--- config.mk ---
export PLATFORM = sky130hd
export DESIGN_NAME = axi_write_queue_flat
export DESIGN_NICKNAME = d
export VERILOG_FILES = /design/src/rtl/axi_write_queue_if.sv /design/src/rtl/axi_write_queue.sv /design/src/flat_wrapper.sv
export SDC_FILE = /design/constraint.sdc
export NUM_CORES = 1
export LEC_CHECK = 0
export CAP_MARGIN = 30
export CORE_ASPECT_RATIO = 0.5
export CORE_UTILIZATION = 50
export CTS_BUF_LIST = sky130_fd_sc_hd__clkbuf_4
export CTS_CLUSTER_DIAMETER = 200
export DETAILED_ROUTE_END_ITERATION = 10
export PLACE_DENSITY_LB_ADDON = 0.08
export SYNTH_ARGS = -nofsm -noshare
export SYNTH_HDL_FRONTEND = slang
export SYNTH_SLANG_ARGS = --single-unit
--- constraint.sdc ---
create_clock -name seq_port_clk -period 11.8 [get_ports seq_port_clk]
set_clock_uncertainty 0.1 [all_clocks]
set_input_delay 3.54 -clock seq_port_clk [delete_from_list [all_inputs] [get_ports seq_port_clk]]
set_output_delay 3.54 -clock seq_port_clk [all_outputs]
set_load 0.03 [all_outputs]
--- src/rtl/axi_write_queue_if.sv ---
// ADAM_SEQ: clock and synchronous active-low reset bundle shared by sequential blocks.
interface ADAM_SEQ;
   logic clk;
   logic rst;

   modport Master (output clk, output rst);
   modport Slave (input clk, input rst);
endinterface

--- src/rtl/axi_write_queue.sv ---
// axi_write_queue: write-request FIFO feeding the AXI-Lite write master's FSM port.
// Optional statistics counters are enabled by defining AXI_WRITE_QUEUE_STATS_EN.
module axi_write_queue #(
   parameter int unsigned DEPTH = 8,
   parameter int unsigned PTR_W = $clog2(DEPTH)
) (
   ADAM_SEQ.Slave            seq_port,
   input  logic [31:0]       push_adress_i,
   input  logic [31:0]       push_data_i,
   input  logic              push_valid_i,
   output logic              push_ready_o,
   output logic [31:0]       fsm_adress_o,
   output logic [31:0]       fsm_data_o,
   output logic              fsm_req_o,
   input  logic              fsm_ack_i,
   output logic [PTR_W:0]    count_o,
   output logic              spurious_ack_o,
   output logic [31:0]       acked_total_o,
   output logic [PTR_W:0]    high_water_o
);

   localparam logic [PTR_W:0] FullCnt = (PTR_W + 1)'(DEPTH);

   logic [63:0]      mem_q [DEPTH];
   logic [63:0]      mem_d [DEPTH];
   logic [PTR_W-1:0] wp_q, wp_d;
   logic [PTR_W-1:0] rp_q, rp_d;
   logic [PTR_W:0]   count_q, count_d;
   logic             spurious_q, spurious_d;
   logic             push_acc, pop_acc;

   // Handshake qualification and pointer/count/storage next state.
   always_comb begin
      push_acc   = push_valid_i && (count_q != FullCnt);
      pop_acc    = fsm_ack_i && (count_q != '0);
      mem_d      = mem_q;
      wp_d       = wp_q;
      rp_d       = rp_q;
      count_d    = count_q;
      spurious_d = spurious_q;
      if (push_acc) begin
         mem_d[wp_q] = {push_adress_i, push_data_i};
         wp_d        = wp_q + PTR_W'(1);
      end
      if (pop_acc) begin
         rp_d = rp_q + PTR_W'(1);
      end
      unique case ({push_acc, pop_acc})
         2'b10:   count_d = count_q + (PTR_W + 1)'(1);
         2'b01:   count_d = count_q - (PTR_W + 1)'(1);
         default: count_d = count_q;
      endcase
      // An ack with nothing queued is a master protocol error; remember it until reset.
      if (fsm_ack_i && (count_q == '0)) begin
         spurious_d = 1'b1;
      end
   end

   // Control state registers with synchronous active-low reset.
   always_ff @(posedge seq_port.clk) begin
      if (!seq_port.rst) begin
         wp_q       <= '0;
         rp_q       <= '0;
         count_q    <= '0;
         spurious_q <= 1'b0;
      end else begin
         wp_q       <= wp_d;
         rp_q       <= rp_d;
         count_q    <= count_d;
         spurious_q <= spurious_d;
      end
   end

   // Entry storage; contents are meaningless until written, so no reset.
   always_ff @(posedge seq_port.clk) begin
      mem_q <= mem_d;
   end

   assign push_ready_o   = (count_q != FullCnt);
   assign fsm_req_o      = (count_q != '0);
   assign fsm_adress_o   = mem_q[rp_q][63:32];
   assign fsm_data_o     = mem_q[rp_q][31:0];
   assign count_o        = count_q;
   assign spurious_ack_o = spurious_q;

`ifdef AXI_WRITE_QUEUE_STATS_EN
   logic [31:0]    acked_q, acked_d;
   logic [PTR_W:0] hw_q, hw_d;

   // Retired-write counter and occupancy high-water mark.
   always_comb begin
      acked_d = acked_q;
      hw_d    = hw_q;
      if (pop_acc) begin
         acked_d = acked_q + 32'd1;
      end
      if (count_d > hw_q) begin
         hw_d = count_d;
      end
   end

   // Statistics registers.
   always_ff @(posedge seq_port.clk) begin
      if (!seq_port.rst) begin
         acked_q <= '0;
         hw_q    <= '0;
      end else begin
         acked_q <= acked_d;
         hw_q    <= hw_d;
      end
   end

   assign acked_total_o = acked_q;
   assign high_water_o  = hw_q;
`else
   assign acked_total_o = '0;
   assign high_water_o  = '0;
`endif

endmodule

--- src/flat_wrapper.sv ---
// flat-port wrapper written by rule: the top's interface ports become plain ports
module axi_write_queue_flat 
#(
   parameter int unsigned DEPTH = 8,
   parameter int unsigned PTR_W = $clog2(DEPTH)
)
  (push_adress_i, push_data_i, push_valid_i, push_ready_o, fsm_adress_o, fsm_data_o, fsm_req_o, fsm_ack_i, count_o, spurious_ack_o, acked_total_o, high_water_o, seq_port_clk, seq_port_rst);
  ADAM_SEQ seq_port_i ();
  input  logic [31:0] push_adress_i;
  input  logic [31:0] push_data_i;
  input  logic push_valid_i;
  output logic push_ready_o;
  output logic [31:0] fsm_adress_o;
  output logic [31:0] fsm_data_o;
  output logic fsm_req_o;
  input  logic fsm_ack_i;
  output logic [PTR_W:0] count_o;
  output logic spurious_ack_o;
  output logic [31:0] acked_total_o;
  output logic [PTR_W:0] high_water_o;
  input wire logic [$bits(seq_port_i.clk)-1:0] seq_port_clk;
  input wire logic [$bits(seq_port_i.rst)-1:0] seq_port_rst;
  assign seq_port_i.clk = seq_port_clk;
  assign seq_port_i.rst = seq_port_rst;
  axi_write_queue #(.DEPTH(DEPTH), .PTR_W(PTR_W)) u_core (.seq_port(seq_port_i), .push_adress_i(push_adress_i), .push_data_i(push_data_i), .push_valid_i(push_valid_i), .push_ready_o(push_ready_o), .fsm_adress_o(fsm_adress_o), .fsm_data_o(fsm_data_o), .fsm_req_o(fsm_req_o), .fsm_ack_i(fsm_ack_i), .count_o(count_o), .spurious_ack_o(spurious_ack_o), .acked_total_o(acked_total_o), .high_water_o(high_water_o));
endmodule
# Word-level counts from Yosys, hierarchy flattened
# Cells that the tools add are included.
# totals
reg_bits	523
in_bits	68
out_inout_bits	107
wordCells	38
# op_classes
addsub	4
n_lt_le_gt_ge	3
n_eq_ne	3
n_mux	7
bitwise	2
n_reduce_logical	7
# op_table
cell	count
$bwmux 512	1
$bmux 64 s3	1
$demux 64 s3	1
$mux 64	3
$ge 4x4->1 const B	2
$not 3->4	2
$pmux 4 s2	1
$add 3x1->3 const B	2
$add 4x1->4 const B	1
$logic_and 1x1->1	4
$logic_not 4->1	1
$lt 4x1->1 const B	1
$ne 4x4->1 const B	1
$reduce_bool 4->1	1
$sub 4x1->4 const B	1
$eq 2x1->1 const B	1
$eq 2x2->1 const B	1
$reduce_bool 2->1	1

# Depth between registers and ports, before layout
# Gate-level depths: netlist (run 1).
# depth
word_depth	6
ltp_mapped	11
depth_no_buf	10

# Worst setup path after synthesis (run 1)
# No wires, ideal clock.
# synth_timing
kind	input port to flip-flop
start	in push_valid_i
end	reg u_core.mem_q[448] in the netlist's numbering, enable pin
setup_time_ns	0.644
t_arrival_ns	9.674
path_slack_ns	1.382
cell_stages	2
cell_sequence	nand2_4 nor4_1
# synth_via
elab_chain_cells	1
# synth_rtl
element	line	source
from (decl)	flat_wrapper.sv:11	input logic push_valid_i;
$logic_and 1x1->1	axi_write_queue.sv:34	push_acc = push_valid_i && (count_q != FullCnt);
to (signal assigned)	axi_write_queue.sv:76	mem_q <= mem_d;
to (decl)	axi_write_queue.sv:24	logic [63:0] mem_q [DEPTH];
# Every way passes these cells.
# A chain may end at the register's enable or synchronous reset.

# Worst setup path in the final report (run 1)
# layout_timing
start	reg u_core.rp_q[1]
end	out fsm_data_o[15]
# layout_via
elab_chain_cells	4
# layout_rtl
element	line	source
from (decl)	axi_write_queue.sv:27	logic [PTR_W-1:0] rp_q, rp_d;
from (signal assigned)	axi_write_queue.sv:68	rp_q <= rp_d;
$not 3->4 (not written as such)	axi_write_queue.sv:82	assign fsm_data_o = mem_q[rp_q][31:0];
$bmux 64 s3	axi_write_queue.sv:82	
$mux 64 (2 in series)	n/a	
to (decl)	flat_wrapper.sv:14	output logic [31:0] fsm_data_o;
# Every way passes these cells. The select of a mux whose other input is x is not followed.

==> results.py, run 1 <==
metrics = {
    "sta": {
        "setup_viol": 0,
        "drv_slew": 0,
        "hold_violations": 0,
        "max_freq_ghz": 0.133,
        "min_period_ns": 7.49,
        "setup_tns_ns": 0,
        "rsz0062_at_grt": "no",
        "fin_crit_sh": 0.635,
        "holdWs_ns": 0.373,
        "tightestPinTransition_ns": 0.943,
        "slew_headroom": 0.372,
    },
    "yosys": {
        "synth_top_family_by_area": "multiplexers",
        "synthCells": 852,
        "yosysWarnings": 0,
        "synth-simple-area-share": 0.0102,
        "synthMuxAreaShare": 0.180,
        "yosys.area.top_type": "edfxtp_1",
        "ys_ff_latch": 523,
        "synth_compound_area_frac": 0.00286,
        "avgSynthCellArea_sq_um": 23.6,
        "yosysUniqueCellTypes": 34,
        "synth-seq-area-share": 0.775,
        "synth_edf_count": 512,
        "netlist_area_sq_um": 20100,
        "synth.area.top_cells": "edfxtp_1 (76%), mux4_2 (14%), mux2_2 (3.6%)",
        "yosysMostFrequentCell": "edfxtp_1",
        "synth_common_cells": "edfxtp_1 (512), mux4_2 (128), mux2_2 (64), buf_4 (38)",
        "yosysTopAreaCellShare": 0.764,
        "synth-async-reset-ratio": 0,
        "synthXorXnorAreaFrac": 0.00305,
        "synth_flop_cell": "edfxtp_1",
        "synth_fa_ha_area_frac": 0.00311,
    },
    "pwr": {
        "switching_share": 0.274,
        "power_density_nw_per_um2": 198,
        "leakage_nw": 7.48,
        "power.internal_w": 0.00340,
        "pwr-share-comb": 0.237,
        "power_frac_seq": 0.466,
        "clock_power_share": 0.297,
        "switchingPower_w": 0.00128,
        "ir_drop_mv": 0.0989,
    },
    "floorplanning": {
        "start_util": 0.512,
        "io_pins": 175,
        "core_area_sq_um": 39300,
        "rows": 51,
        "die_h_um": 144,
        "fp.dieW_um": 286,
        "floorplan.die_area_sq_um": 41100,
    },
    "final_layout": {
        "nNetsFinal": 1161,
        "syn2layout_area_growth_pct": 17.2,
        "drive_gt1_frac": 0.346,
    },
    "clock_tree": {
        "postCtsSetupRepairBufs": 0,
        "numCtsBuffers": 114,
        "h-tree-depth": 3,
        "clk_pin_slew_worst_paths_ns": 0.07,
        "cts_root_buf": "clkbuf_4",
        "cts_tree": "yes",
        "clk_latency_ns": 0.78,
        "ctsResizeCount": 0,
        "ctsHoldBuffers": 0,
        "cts_sinks": 523,
        "cts_buffer_depth": 3,
    },
    "worst_setup_path": {
        "crit_path_end": "fsm_data_o[15]",
        "rrSetupSlack_ns": 8.62,
        "cpMaxStageDelayCell": "buf_4",
        "worst_r2r_path_depth": 4,
        "endpoint_kind": "primary output",
        "timing.rr.end": "u_core.mem_q[161]$_DFFE_PP_",
        "crit_path_max_fanout": 62,
        "arrival_ns": 3.85,
        "critPathMaxStageDelay_ns": 0.82,
        "cp_cell_sequence": "buf_16 -> buf_4 -> mux4_2 -> mux2_2 -> clkdlybuf4s50_1",
        "critical_path_class": "reg2out",
        "cp.required_ns": 8.16,
        "worst_setup_path_start_kind": "flop",
        "regToRegStartpoint": "u_core.count_o[1]$_SDFFE_PN0P_",
        "crit_start": "u_core.rp_q[1]$_SDFFE_PN0P_",
    },
    "drt": {
        "viasPerCell": 5.40,
        "wire_per_inst_um": 22.8,
        "post-route-drc-count": 0,
        "drtIter0Drc": 678,
        "final_antenna_net_count": 0,
        "wl_mm": 38.8,
        "num_vias": 9185,
        "dr.pass1.iters": 4,
    },
    "global_route": {
        "grt_antenna_before_repair": 2,
        "overflow": 0,
        "grt_max_degree": 63,
        "first_global_vias": 9829,
        "grt_pass1_wl_mm": 58.4,
        "grt_usage": 0.195,
    },
    "worst_hold_path": {
        "min_path_type": "reg2reg",
    },
    "placement": {
        "gp_congestion": 0.703,
        "dpl.hpwl_mm": 20.6,
        "port_buffers": 138,
    },
    "job": {
        "maxCapViolations": 0,
    },
    "run_status": {
        "status": "finished clean",
    },
}
==> through the flow <==
stage	cells	utilization	area [sq um]	setup WS [ns]	power, W
4_1_cts	1699	0.600	23600	4.12	0.00476
5_1_grt	1701	0.600	23600	3.98	0.00490
3_3_place_gp	1497	0.559	22000	4.51	0.00332
6_report	1702	0.600	23600	4.31	0.00468
3_5_place_dp	1502	0.563	22100	5.02	0.00336
2_1_floorplan	887	-	20300	1.38	0.00301
==> area by class of cell <==
class	instances	area [sq um]
multi-input combinational	287	4190
timing repair buffer	160	1650
fill	2885	15700
sequential	523	15600
clock buffer	171	1280
antenna	3	7.51
clock inverter	26	188
inverter	2	7.51
tap	530	663
==> routing by layer <==
layer | global-route usage | wire [um]
met1 | 0.262 | 17300
met2 | 0.319 | 19200
met3 | 0.0514 | 1920
met4 | 0.0526 | 484
met5 | 0 | 0
==> kinds of logic after synthesis <==
family	Yosys count
flops	523
other cells	1
simple gates	36
mux	194
buf+inv	77
compound gates	9
fa+ha+maj	5
xor+xnor	7
==> critical path: cells and delay by family (launching register included) <==
kind | cells | cell delay (ns)
mux | 2 | 0.69
buf+inv | 3 | 1.80
flops | 1 | 0.50
==> flip-flops by register name, summed over array words and instances, names as in the netlist <==
name / cells
u_core.mem_q: 512
u_core.count_o: 4
u_core.rp_q: 3
u_core.wp_q: 3
u_core.spurious_ack_o: 1
==> how the worst min path moves through the flow <==
stage | from | end | slack [ns] | depth (start not counted)
6_report | u_core.spurious_ack_o$_SDFFE_PN0P_ | u_core.spurious_ack_o$_SDFFE_PN0P_ | 0.37 | 1
4_1_cts | u_core.spurious_ack_o$_SDFFE_PN0P_ | u_core.spurious_ack_o$_SDFFE_PN0P_ | 0.38 | 1
3_5_place_dp | u_core.spurious_ack_o$_SDFFE_PN0P_ | u_core.spurious_ack_o$_SDFFE_PN0P_ | 0.36 | 1
3_3_place_gp | u_core.spurious_ack_o$_SDFFE_PN0P_ | u_core.spurious_ack_o$_SDFFE_PN0P_ | 0.35 | 1
5_1_grt | u_core.spurious_ack_o$_SDFFE_PN0P_ | u_core.spurious_ack_o$_SDFFE_PN0P_ | 0.40 | 1
2_1_floorplan | u_core.wp_q[1]$_SDFFE_PN0P_ | u_core.wp_q[1]$_SDFFE_PN0P_ | 0.40 | 2
==> cell usage in the layout (no fill, tap or decap), types with 6 or more instances in the layout <==
master / synthesis / final
buf_4: 38 / 17
clkdlybuf4s50_1: 0 / 138
nand2_1: 6 / 6
clkinv_1: 0 / 19
clkbuf_4: 0 / 171
mux4_2: 128 / 128
conb_1: 1 / 36
mux2_2: 64 / 64
edfxtp_1: 512 / 512
dfxtp_1: 11 / 8
==> power groups by stage <==
stage	Clock, W	Sequential [W]	Combinational (W)
after CTS	0.00144	0.00218	0.00114
after global routing	0.00153	0.00219	0.00119
after global placement	0	0.00226	0.00106
after detailed placement	0	0.00222	0.00113
final	0.00139	0.00218	0.00111
after floorplan	0	0.00223	0.000783
Power figures use the tool's default switching activity.
==> run 2: changes to the inputs <==
clock period = 7.6 ns   (was 11.8 ns; I/O delays follow)
==> results.py, run 2 (synthesis gave the netlist of run 1 again) <==
metrics = {
    "drt": {
        "dr.pass1.iters": 5,
        "final_antenna_net_count": 0,
        "drtIter0Drc": 508,
        "post-route-drc-count": 0,
        "viasPerCell": 5.35,
        "wire_per_inst_um": 22.1,
        "wl_mm": 37.8,
        "num_vias": 9125,
    },
    "placement": {
        "gp_congestion": 0.677,
        "dpl.hpwl_mm": 20.0,
        "dpl_cell_area_sq_um": 22200,
        "port_buffers": 138,
    },
    "final_layout": {
        "nNetsFinal": 1161,
        "regMostFlops": "u_core.mem_q",
        "multi_input_area_sq_um": 4200,
        "final_common_cell": "edfxtp_1",
        "largest_register_ffs": 512,
        "syn2layout_area_growth_pct": 17.5,
        "fin_area_sq_um": 23700,
        "drive_gt1_frac": 0.354,
        "nFillCells": 2894,
        "regArea_sq_um": 15600,
        "final_cell_mix": "edfxtp_1 (512), clkbuf_4 (185), clkdlybuf4s50_1 (138), mux4_2 (128), mux2_2 (64)",
    },
    "sta": {
        "max_freq_ghz": 0.174,
        "min_period_ns": 5.75,
        "slew_headroom": 0.384,
        "tightestPinTransition_ns": 0.924,
        "setup_tns_ns": 0,
        "setup_viol": 0,
        "fin_crit_sh": 0.757,
        "hold_violations": 0,
        "drv_slew": 0,
        "rsz0062_at_grt": "no",
    },
    "floorplanning": {
        "fp.dieW_um": 286,
        "die_h_um": 144,
        "io_pins": 175,
        "core_area_sq_um": 39300,
        "start_util": 0.512,
        "rows": 51,
        "floorplan.die_area_sq_um": 41100,
    },
    "clock_tree": {
        "ctsHoldBuffers": 0,
        "numCtsBuffers": 112,
        "h-tree-depth": 3,
        "cts_buffer_depth": 3,
        "postCtsSetupRepairBufs": 0,
        "clk_latency_ns": 0.77,
        "cts_tree": "yes",
        "clk_pin_slew_worst_paths_ns": 0.07,
        "ctsResizeCount": 0,
        "cts_sinks": 523,
        "cts_root_buf": "clkbuf_4",
    },
    "global_route": {
        "grt_max_degree": 60,
        "first_global_vias": 10100,
        "grt_pass1_wl_mm": 58.1,
        "overflow": 0,
        "grt_usage": 0.192,
        "grt_antenna_before_repair": 1,
    },
    "worst_setup_path": {
        "cp_cell_sequence": "buf_16 -> buf_4 -> mux4_2 -> mux2_2 -> clkdlybuf4s50_1",
        "crit_path_max_fanout": 43,
        "endpoint_kind": "primary output",
        "cp_top_family": "buffers and inverters",
        "critical_path_class": "reg2out",
        "critPathMaxStageDelay_ns": 0.59,
        "rrSetupSlack_ns": 4.87,
        "arrival_ns": 3.37,
        "cpMaxStageDelayCell": "clkdlybuf4s50_1",
        "worst_setup_path_start_kind": "flop",
        "cp.required_ns": 5.22,
        "path_buf_inv": 3,
    },
    "run_status": {
        "status": "finished clean",
    },
    "pwr": {
        "power_density_nw_per_um2": 306,
        "ir_drop_mv": 0.253,
        "leakage_nw": 7.52,
    },
    "worst_hold_path": {
        "min_path_type": "reg2reg",
    },
    "job": {
        "maxCapViolations": 0,
    },
}
run 2: cell types whose count changed in the layout (fill, tap and decap cells not counted), sizes merged:
cell,before,now
inv,3,5
clkbuf,171,185
clkinvlp,3,0
buf,22,24
bufinv,3,0
diode,3,1
clkinv,19,14
run 2: metrics by stage:
step	utilization	std cells	power, W	hold WS (ns)	setup slack (ns)
after floorplan	-	887	0.00467	0.413	0.169
after global placement	0.562	1500	0.00518	0.351	2.23
after detailed placement	0.565	1504	0.00522	0.368	2.60
after CTS	0.602	1706	0.00735	0.389	1.70
after global routing	0.602	1707	0.00758	0.410	1.61
final	0.602	1707	0.00723	0.384	1.85
run 2: worst reg2reg max path, stage by stage, from the launching register on:
cell and delay, ns:
dfxtp_1 0.38, or4b_1 0.69, nand2_4 0.21, ha_1 0.29, xor2_1 0.18, ha_1 0.16, a21oi_1 0.05, xor2_1 0.16
or3_1 0.30, a21boi_0 0.16
run 2: power breakdown:
part / switching, W / internal (W) / total (W)
clock network: 0.00102 / 0.00109 / 0.00211
logic: 0.000889 / 0.000848 / 0.00174
registers: 0.0000594 / 0.00332 / 0.00338
run 2: layer usage:
metal,share of wire,track usage,vias to the layer above
met5,0,0,-
met1,0.43,0.255,4765
met3,0.047,0.0449,47
met4,0.014,0.0585,0
li1,-,-,4074
met2,0.51,0.320,239
run 2: layout make-up:
type / instances / share of cell area
flip-flops and latches: 523 / 0.660
multi-input cells: 287 / 0.178
repair buffers: 162 / 0.0726
clock buffers: 185 / 0.0587
well taps: 530 / 0.0280
clock inverters: 17 / 0.00270
inverters: 2 / 0.000317
diodes: 1 / 0.000106
run 2: path summary, 6_finish.rpt:
check	startpoint	endpoint	cells after the start
worst min-delay path	u_core.spurious_ack_o$_SDFFE_PN0P_	u_core.spurious_ack_o$_SDFFE_PN0P_	1
worst max register to register	u_core.count_o[0]$_SDFFE_PN0P_	u_core.count_o[2]$_SDFFE_PN0P_	9
worst max-delay path	u_core.rp_q[0]$_SDFFE_PN0P_	fsm_data_o[28]	5
worst min register to register	u_core.spurious_ack_o$_SDFFE_PN0P_	u_core.spurious_ack_o$_SDFFE_PN0P_	1
==> run 3: changes to the inputs <==
clock period = 5.96 ns   (was 7.6 ns; I/O delays follow)
==> results.py, run 3 (synthesis gave the netlist of run 1 again) <==
metrics = {
    "pwr": {
        "power_density_nw_per_um2": 389,
        "ir_drop_mv": 0.259,
        "leakage_nw": 7.52,
    },
    "sta": {
        "rsz0062_at_grt": "no",
        "hold_violations": 0,
        "slew_headroom": 0.391,
        "tightestPinTransition_ns": 0.914,
        "drv_slew": 0,
        "holdWs_ns": 0.371,
        "setup_viol": 0,
        "max_freq_ghz": 0.194,
        "setup_tns_ns": 0,
        "min_period_ns": 5.17,
        "fin_crit_sh": 0.867,
        "setup_slack_ns": 0.793,
    },
    "global_route": {
        "first_global_vias": 9958,
        "grt_pass1_wl_mm": 58.4,
        "grt_usage": 0.193,
        "grt_max_degree": 62,
        "overflow": 0,
        "grt_antenna_before_repair": 1,
    },
    "drt": {
        "wl_mm": 38.4,
        "post-route-drc-count": 0,
        "viasPerCell": 5.37,
        "drtIter0Drc": 571,
        "dr.pass1.iters": 4,
        "final_antenna_net_count": 0,
        "num_vias": 9176,
        "wire_per_inst_um": 22.4,
    },
    "worst_setup_path": {
        "path_buf_inv": 2,
        "endpoint_kind": "primary output",
        "critPathMaxStageDelay_ns": 0.60,
        "cp.required_ns": 4.07,
        "cp_top_family": "buffers and inverters",
        "worst_setup_path_start_kind": "flop",
        "crit_path_max_fanout": 48,
        "cp_cell_sequence": "buf_12 -> mux4_2 -> mux2_2 -> clkdlybuf4s50_1",
        "arrival_ns": 3.28,
        "cpMaxStageDelayCell": "clkdlybuf4s50_1",
        "critical_path_class": "reg2out",
    },
    "final_layout": {
        "drive_gt1_frac": 0.352,
        "final_common_cell": "edfxtp_1",
        "largest_register_ffs": 512,
        "fin_area_sq_um": 23700,
        "nNetsFinal": 1161,
        "fin_cells": 1709,
        "regMostFlops": "u_core.mem_q",
        "final_cell_mix": "edfxtp_1 (512), clkbuf_4 (185), clkdlybuf4s50_1 (138), mux4_2 (128), mux2_2 (64)",
        "syn2layout_area_growth_pct": 17.6,
    },
    "clock_tree": {
        "cts_sinks": 523,
        "cts_root_buf": "clkbuf_4",
        "postCtsSetupRepairBufs": 0,
        "ctsHoldBuffers": 0,
        "ctsResizeCount": 0,
        "cts_tree": "yes",
        "h-tree-depth": 3,
        "cts_buffer_depth": 3,
        "numCtsBuffers": 113,
        "clk_latency_ns": 0.77,
        "clk_pin_slew_worst_paths_ns": 0.08,
    },
    "floorplanning": {
        "start_util": 0.512,
        "fp.dieW_um": 286,
        "floorplan.die_area_sq_um": 41100,
        "rows": 51,
        "io_pins": 175,
        "core_area_sq_um": 39300,
        "die_h_um": 144,
    },
    "placement": {
        "port_buffers": 138,
        "gp_congestion": 0.732,
        "pre_cts_slack_ns": 1.54,
        "dpl.hpwl_mm": 20.3,
        "placedCellCount": 1503,
        "dpl_cell_area_sq_um": 22200,
    },
    "run_status": {
        "status": "finished clean",
    },
    "worst_hold_path": {
        "min_path_type": "reg2reg",
    },
    "job": {
        "maxCapViolations": 0,
    },
}
[run 3: layout make-up]
class | instances | area, sq um
Timing Repair Buffer | 161 | 1720
Tap cell | 530 | 663
Fill cell | 2823 | 15600
Sequential cell | 523 | 15600
Clock inverter | 20 | 76.3
Multi-Input combinational cell | 287 | 4210
Antenna cell | 1 | 2.50
Inverter | 2 | 7.51
Clock buffer | 185 | 1390
[run 3: final timing paths]
kind / start / endpoint / slack, ns / cells after the start
setup / recovery: u_core.rp_q[0]$_SDFFE_PN0P_ / fsm_adress_o[1] / 0.79 / 4
hold / removal: u_core.spurious_ack_o$_SDFFE_PN0P_ / u_core.spurious_ack_o$_SDFFE_PN0P_ / 0.37 / 1
setup reg to reg: u_core.count_o[0]$_SDFFE_PN0P_ / u_core.count_o[2]$_SDFFE_PN0P_ / 3.17 / 10
hold reg to reg: u_core.spurious_ack_o$_SDFFE_PN0P_ / u_core.spurious_ack_o$_SDFFE_PN0P_ / 0.37 / 1
[run 3: metrics by stage]
stage                     total power (W)  utilization
after floorplan                   0.00596            -
after global placement            0.00662        0.565
after detailed placement          0.00664        0.565
after CTS                         0.00935        0.602
after global routing              0.00964        0.602
final                             0.00921        0.602
[run 3: per-layer routing]
layer	routed length, um	up-vias	track usage
met5	0	-	0
met4	385	0	0.0546
met3	1660	39	0.0446
met2	18800	212	0.311
met1	17500	4858	0.268
li1	-	4067	-
[run 3: power by group]
group	switching [W]	total (W)	internal [W]	leakage, nW
logic	0.00111	0.00218	0.00106	1.88
clock network	0.00130	0.00270	0.00139	0.890
registers	0.000105	0.00434	0.00424	4.74
[run 3: worst reg2reg max path, stage by stage (launching register included)]
cell and delay, ns:
dfxtp_1 0.38, or4_1 0.63, nand2_1 0.17, inv_1 0.08, ha_1 0.28, xor2_1 0.17, ha_1 0.20, a21oi_1 0.16
xor2_1 0.10, or3_1 0.31, a21boi_0 0.16
